[src/rtl/cmpacc_pkg.sv]
// Shared constants and types for cmpacc, its frame loader and their benches.
// Result field positions describe the packed cmpacc result word.
package cmpacc_pkg;

  localparam int CMP_ROWS  = 64;
  localparam int CMP_COLS  = 24;
  localparam int CMP_BMP_W = CMP_ROWS * CMP_COLS;
  localparam int CMP_RES_W = 13;

  localparam int X_OFF_LSB  = 0;
  localparam int X_OFF_MSB  = 4;
  localparam int Y_OFF_LSB  = 5;
  localparam int Y_OFF_MSB  = 10;
  localparam int FLAG_A_BIT = 11;
  localparam int FLAG_B_BIT = 12;

  typedef enum logic [1:0] {
    FILL = 2'd0,
    LOAD = 2'd1,
    WAIT = 2'd2
  } cmp_state_e;

endpackage

[src/rtl/cmpacc_frame_loader_if.sv]
// Row stream carrying one bitmap row per valid/ready handshake.
// row_sof marks the row that begins a new frame.
interface cmpacc_frame_loader_if #(
  parameter int COLS = cmpacc_pkg::CMP_COLS
);

  logic [COLS-1:0] row_in;
  logic            row_valid;
  logic            row_sof;
  logic            row_ready;

  modport master (
    output row_in,
    output row_valid,
    output row_sof,
    input  row_ready
  );

  modport slave (
    input  row_in,
    input  row_valid,
    input  row_sof,
    output row_ready
  );

endinterface

[src/rtl/cmpacc_frame_loader.sv]
// Assembles streamed rows into a full cmpacc frame, strobes wren, then holds the
// frame until cmpacc reports done (or the wait times out) and captures the result.
module cmpacc_frame_loader
  import cmpacc_pkg::*;
#(
  parameter int ROWS    = CMP_ROWS,
  parameter int COLS    = CMP_COLS,
  parameter int TIMEOUT = 1024
) (
  input  logic                      clk,
  input  logic                      rst,
  cmpacc_frame_loader_if.slave      rowIf,
  output logic [ROWS*COLS-1:0]      bitmap,
  output logic                      wren,
  input  logic [CMP_RES_W-1:0]      cmp_result,
  input  logic                      cmp_done,
  output logic [CMP_RES_W-1:0]      result_out,
  output logic                      result_valid,
  output logic                      timeout,
  output logic                      resync_err
);

  localparam int RW = $clog2(ROWS);
  localparam int TW = $clog2(TIMEOUT) + 1;
  localparam int BW = $clog2(ROWS * COLS);

  cmp_state_e           r_state;
  logic [RW-1:0]        r_rowCnt;
  logic [ROWS*COLS-1:0] r_bitmap;
  logic                 r_wren;
  logic [CMP_RES_W-1:0] r_result;
  logic                 r_resultValid;
  logic                 r_timeout;
  logic                 r_resyncErr;
  logic                 r_armed;
  logic [TW-1:0]        r_tmr;

  logic                 w_accept;
  logic                 w_resync;
  logic [RW-1:0]        w_slot;
  logic [BW-1:0]        w_slotMsb;

  assign rowIf.row_ready = (r_state == FILL) && !rst;
  assign w_accept        = rowIf.row_valid && rowIf.row_ready;
  assign w_resync        = w_accept && rowIf.row_sof && (r_rowCnt != '0);
  assign w_slot          = w_resync ? '0 : r_rowCnt;
  // Row 0 is the top of the picture and therefore occupies the bitmap MSBs.
  assign w_slotMsb       = BW'((ROWS * COLS - 1) - COLS * int'(w_slot));

  // A stale done left over from the previous frame is ignored until cmpacc has
  // been seen low at least once inside WAIT (r_armed).
  always_ff @(posedge clk) begin
    if (rst) begin
      r_state       <= FILL;
      r_rowCnt      <= '0;
      r_bitmap      <= '0;
      r_wren        <= 1'b0;
      r_result      <= '0;
      r_resultValid <= 1'b0;
      r_timeout     <= 1'b0;
      r_resyncErr   <= 1'b0;
      r_armed       <= 1'b0;
      r_tmr         <= '0;
    end else begin
      r_wren        <= 1'b0;
      r_resultValid <= 1'b0;
      r_timeout     <= 1'b0;
      case (r_state)
        FILL: begin
          if (w_accept) begin
            r_bitmap[w_slotMsb -: COLS] <= rowIf.row_in;
            if (w_resync) begin
              r_rowCnt    <= RW'(1);
              r_resyncErr <= 1'b1;
            end else if (r_rowCnt == RW'(ROWS - 1)) begin
              r_rowCnt <= '0;
              r_wren   <= 1'b1;
              r_state  <= LOAD;
            end else begin
              r_rowCnt <= r_rowCnt + RW'(1);
            end
          end
        end
        LOAD: begin
          r_state <= WAIT;
          r_tmr   <= '0;
          r_armed <= 1'b0;
        end
        WAIT: begin
          r_tmr <= r_tmr + TW'(1);
          if (!cmp_done) begin
            r_armed <= 1'b1;
          end
          if (r_armed && cmp_done) begin
            r_result      <= cmp_result;
            r_resultValid <= 1'b1;
            r_state       <= FILL;
          end else if (r_tmr == TW'(TIMEOUT - 1)) begin
            r_timeout <= 1'b1;
            r_state   <= FILL;
          end
        end
        default: r_state <= FILL;
      endcase
    end
  end

  assign bitmap       = r_bitmap;
  assign wren         = r_wren;
  assign result_out   = r_result;
  assign result_valid = r_resultValid;
  assign timeout      = r_timeout;
  assign resync_err   = r_resyncErr;

endmodule

[src/flat_wrapper.sv]
// flat-port wrapper written by rule: the top's interface ports become plain ports
module cmpacc_frame_loader_flat import cmpacc_pkg::*;
#(
  parameter int ROWS    = CMP_ROWS,
  parameter int COLS    = CMP_COLS,
  parameter int TIMEOUT = 1024
)
  (clk, rst, bitmap, wren, cmp_result, cmp_done, result_out, result_valid, timeout, resync_err, rowIf_row_in, rowIf_row_valid, rowIf_row_sof, rowIf_row_ready);
  cmpacc_frame_loader_if #(.COLS(COLS)) rowIf_i ();
  input  logic clk;
  input  logic rst;
  output logic [ROWS*COLS-1:0] bitmap;
  output logic wren;
  input  logic [CMP_RES_W-1:0] cmp_result;
  input  logic cmp_done;
  output logic [CMP_RES_W-1:0] result_out;
  output logic result_valid;
  output logic timeout;
  output logic resync_err;
  input wire logic [$bits(rowIf_i.row_in)-1:0] rowIf_row_in;
  input wire logic [$bits(rowIf_i.row_valid)-1:0] rowIf_row_valid;
  input wire logic [$bits(rowIf_i.row_sof)-1:0] rowIf_row_sof;
  output wire logic [$bits(rowIf_i.row_ready)-1:0] rowIf_row_ready;
  assign rowIf_i.row_in = rowIf_row_in;
  assign rowIf_i.row_valid = rowIf_row_valid;
  assign rowIf_i.row_sof = rowIf_row_sof;
  assign rowIf_row_ready = rowIf_i.row_ready;
  cmpacc_frame_loader #(.ROWS(ROWS), .COLS(COLS), .TIMEOUT(TIMEOUT)) u_core (.clk(clk), .rst(rst), .rowIf(rowIf_i), .bitmap(bitmap), .wren(wren), .cmp_result(cmp_result), .cmp_done(cmp_done), .result_out(result_out), .result_valid(result_valid), .timeout(timeout), .resync_err(resync_err));
endmodule
[config.mk]
export PLATFORM = sky130hd
export DESIGN_NAME = cmpacc_frame_loader_flat
export DESIGN_NICKNAME = d
export VERILOG_FILES = /design/src/rtl/cmpacc_pkg.sv /design/src/rtl/cmpacc_frame_loader_if.sv /design/src/rtl/cmpacc_frame_loader.sv /design/src/flat_wrapper.sv
export SDC_FILE = /design/constraint.sdc
export NUM_CORES = 2
export LEC_CHECK = 0
export ABC_AREA = 1
export CAP_MARGIN = 25
export CORE_AREA = 8 8 617 619
export DETAILED_ROUTE_END_ITERATION = 8
export DIE_AREA = 0 0 625 627
export PLACE_DENSITY = 0.38
export SYNTH_ARGS = -nofsm -noshare
export SYNTH_HDL_FRONTEND = slang
export SYNTH_SLANG_ARGS = --single-unit
[constraint.sdc]
create_clock -name clk -period 6.5 [get_ports clk]
set_input_delay 1.3 -clock clk [delete_from_list [all_inputs] [get_ports clk]]
set_output_delay 1.3 -clock clk [all_outputs]
set_load 0.01 [all_outputs]
==> impl_metrics.py <==
metrics = {
    "pwr": {
        "combPwrFrac_pct": 13.1,
        "power.density_nw_per_um2": 265,
        "p_int_w": 0.0170,
        "power.leakage_nw": 36.8,
        "clock_power_share_pct": 47.0,
        "ir_drop_uv": 254,
        "fin_total_pwr_w": 0.0244,
        "p_sw_share_pct": 30.3,
        "p_seq_share_pct": 39.9,
        "switchingPower_w": 0.00741,
    },
    "drt": {
        "drc": 0,
        "first_pass_iters": 9,
        "wl_per_cell_um": 31.2,
        "avgViaCountPerCell": 4.39,
        "vias": 67200,
        "postRouteWirelength_mm": 478,
        "drtIter0Drc": 6033,
        "ant_nets": 0,
    },
    "timing": {
        "skew_ns": 0.0878,
        "setup_viol": 0,
        "fin_setup_tns_ns": 0,
        "rsz0062_at_grt": "no",
        "final-max-slew-violation-count": 0,
        "min_period_ns": 5.84,
        "finalHoldViolCount": 0,
        "worstMarginPinSlew_ns": 1.13,
        "slew_headroom_pct": 24.9,
        "timing.final.crit_share_pct": 89.9,
        "max_freq_mhz": 171,
    },
    "floorplanning": {
        "io_pins": 1596,
        "start_util_pct": 17.1,
        "placementRows": 224,
        "die_area_sq_um": 392000,
        "die_x_um": 625,
        "die_y_um": 627,
        "core_region_area_sq_um": 371000,
    },
    "grt": {
        "grt_max_degree": 184,
        "grt_pass1_wl_mm": 622,
        "grtUsageTotal_pct": 23.1,
        "grt_antenna_before_repair": 59,
        "gr-total-overflow": 0,
        "grt_pass1_vias": 64600,
    },
    "synth": {
        "synth-seq-cells": 1573,
        "synth_nets": 8629,
        "synth_most_common_cell": "nor2_1",
        "synth-main-ff-cell": "dfxtp_1",
        "ys_warn_count": 0,
        "yosys.area.top_type": "dfxtp_1",
        "syn_area_sq_um": 63300,
        "syn_inst": 8572,
        "ys_top_cells_by_area": "dfxtp_1 50%, nor2_1 17%, o21ai_0 9.4%",
        "avgSynthCellArea_sq_um": 7.39,
        "synth.distinct_cells": 45,
        "synth_top_cell_area_share_pct": 49.7,
        "yosys-top-cells-count": "2852 x nor2_1, 1573 x dfxtp_1, 1187 x o21ai_0",
        "synth-edff-count": 0,
        "async_flop_share_pct": 0,
        "seq_area_frac_synth_pct": 49.7,
    },
    "flow_run": {
        "drv_cap": 0,
    },
    "cells_and_area": {
        "areaGrowthSynthToFinish_pct": 45.4,
        "seq_area_sq_um": 31500,
        "nNetsFinal": 10200,
        "multi_input_area_sq_um": 28400,
        "drive_above_1_share_pct": 8.53,
        "fin_cells": 15300,
        "fillers": 40700,
    },
    "run_status": {
        "status": "finished, final reports clean",
    },
    "clock_network": {
        "clk_path_buf_depth": 4,
        "cts-root-buf": "clkbuf_16",
        "cts.sinks": 1573,
        "hold_buffers": 0,
        "htree_levels": 4,
        "cts_tree": "yes",
        "cts_buffers": 200,
        "cts_resized": 0,
        "post_cts_buffers": 0,
        "clk_pin_slew_ns": 0.06,
        "worstSkewPairLatency_ns": 0.93,
    },
    "worst_setup_path": {
        "cp.required_ns": 7.28,
        "cp_max_fo": 36,
        "critPathCaptureType": "flip-flop",
        "worstPathArrival_ns": 6.62,
        "path_class": "in -> reg",
        "cp-start-kind": "primary input",
    },
    "place": {
        "place_inst": 14900,
        "io_buffers": 1595,
        "place_congestion": 0.898,
        "hpwl_mm": 382,
    },
    "hold_path": {
        "min_path_type": "reg -> reg",
    },
}
stage by stage:
step                cell area (sq um)  utilization, %  worst slack [ns]  hold WS (ns)
floorplan                       63300               -              2.18         0.445
global placement                85400            23.0            -0.486         0.448
detailed placement              85400            23.0            -0.326         0.447
CTS                             92000            24.8             0.628         0.457
global route                    92100            24.8             0.520         0.480
finish                          92100            24.8             0.656         0.455
path summary, 6_finish.rpt:
path / from / slack (ns) / end / cells past startpoint
max: rowIf_row_valid / 0.66 / u_core.bitmap[71] / 16
min: u_core.resync_err / 0.46 / u_core.resync_err / 2
max reg2reg: u_core.r_state[0] / 0.82 / u_core.bitmap[71] / 17
min reg2reg: u_core.resync_err / 0.46 / u_core.resync_err / 2
power groups by stage:
stage               combinational (W)  sequential [W]  clock [W]
floorplan                     0.00123         0.00998          0
global placement              0.00321         0.00997          0
detailed placement            0.00321         0.00997          0
CTS                           0.00322         0.00976     0.0118
global route                  0.00336         0.00976     0.0121
finish                        0.00320         0.00976     0.0115
kinds of logic after synthesis:
family / synth area share (%)
xor+xnor: 0.0138
flops: 49.7
simple gates: 28.9
fa+ha+maj: 0.296
compound gates: 15.5
buf+inv: 5.58
worst max-delay path: stages:
cell and delay [ns]:
clkdlybuf4s50_1 0.49, nand3_2 0.12, nor2_2 0.33, nand2_2 0.26, nand2_1 0.21, inv_1 0.12, ha_1 0.22, ha_2 0.42
buf_4 0.30, clkinv_1 0.10, buf_4 0.27, nor3_1 0.85, nand2_1 0.50, nor3_1 0.66, o21ai_0 0.27, nor2_1 0.16
flip-flops by register name (all words and copies together) (netlist names):
| name | count |
|---|---|
| u_core.bitmap | 1536 |
| u_core.r_armed | 1 |
| u_core.r_rowCnt | 6 |
| u_core.r_state | 2 |
| u_core.r_tmr | 11 |
| u_core.result_out | 13 |
| u_core.result_valid | 1 |
| u_core.resync_err | 1 |
| u_core.timeout | 1 |
| u_core.wren | 1 |
cell type report:
type,instances,share of cell area (%)
clock buffer,296,6.36
inverter,349,1.45
tap,4972,6.75
timing repair buffer,1825,19.5
multi-input combinational,6208,30.9
sequential,1573,34.2
antenna,18,0.0489
clock inverter,60,0.796
routing by layer:
metal	global-route usage [%]	share of wire, %
met1	27.4	40
met2	39.7	48
met3	5.92	7.2
met4	9.06	4.6
met5	0	0.0084
cells in the final DEF, fill, tap and decap left out, types with 4 or more instances in the layout:
cell / synthesis / final
clkbuf_16: 0 / 202
inv_1: 257 / 257
nor2_2: 59 / 59
buf_4: 48 / 208
a211oi_1: 133 / 133
a22oi_1: 4 / 4
nor3_2: 8 / 8
nand3_1: 160 / 160
nor4_1: 6 / 6
o22ai_1: 10 / 10
o21ai_1: 176 / 183
nand4_1: 30 / 30
bufinv_16: 0 / 11
nor3_1: 219 / 219
nor2_8: 27 / 27
nor3_4: 13 / 13
nand3_2: 6 / 6
inv_6: 0 / 8
nor2_1: 2852 / 2850
nand2_4: 7 / 7
clkbuf_1: 231 / 49
nand2_8: 1 / 7
clkbuf_8: 0 / 45
ha_1: 15 / 14
clkdlybuf4s50_1: 0 / 1594
clkinv_2: 0 / 34
dfxtp_1: 1573 / 1573
buf_12: 3 / 19
a211oi_2: 32 / 32
inv_2: 89 / 86
nand2_1: 876 / 873
diode_2: 0 / 18
a21oi_1: 283 / 283
nand2_2: 40 / 37
nor2_4: 49 / 51
o21ai_0: 1187 / 1180
No activity file was read; power rests on OpenSTA's default activity.
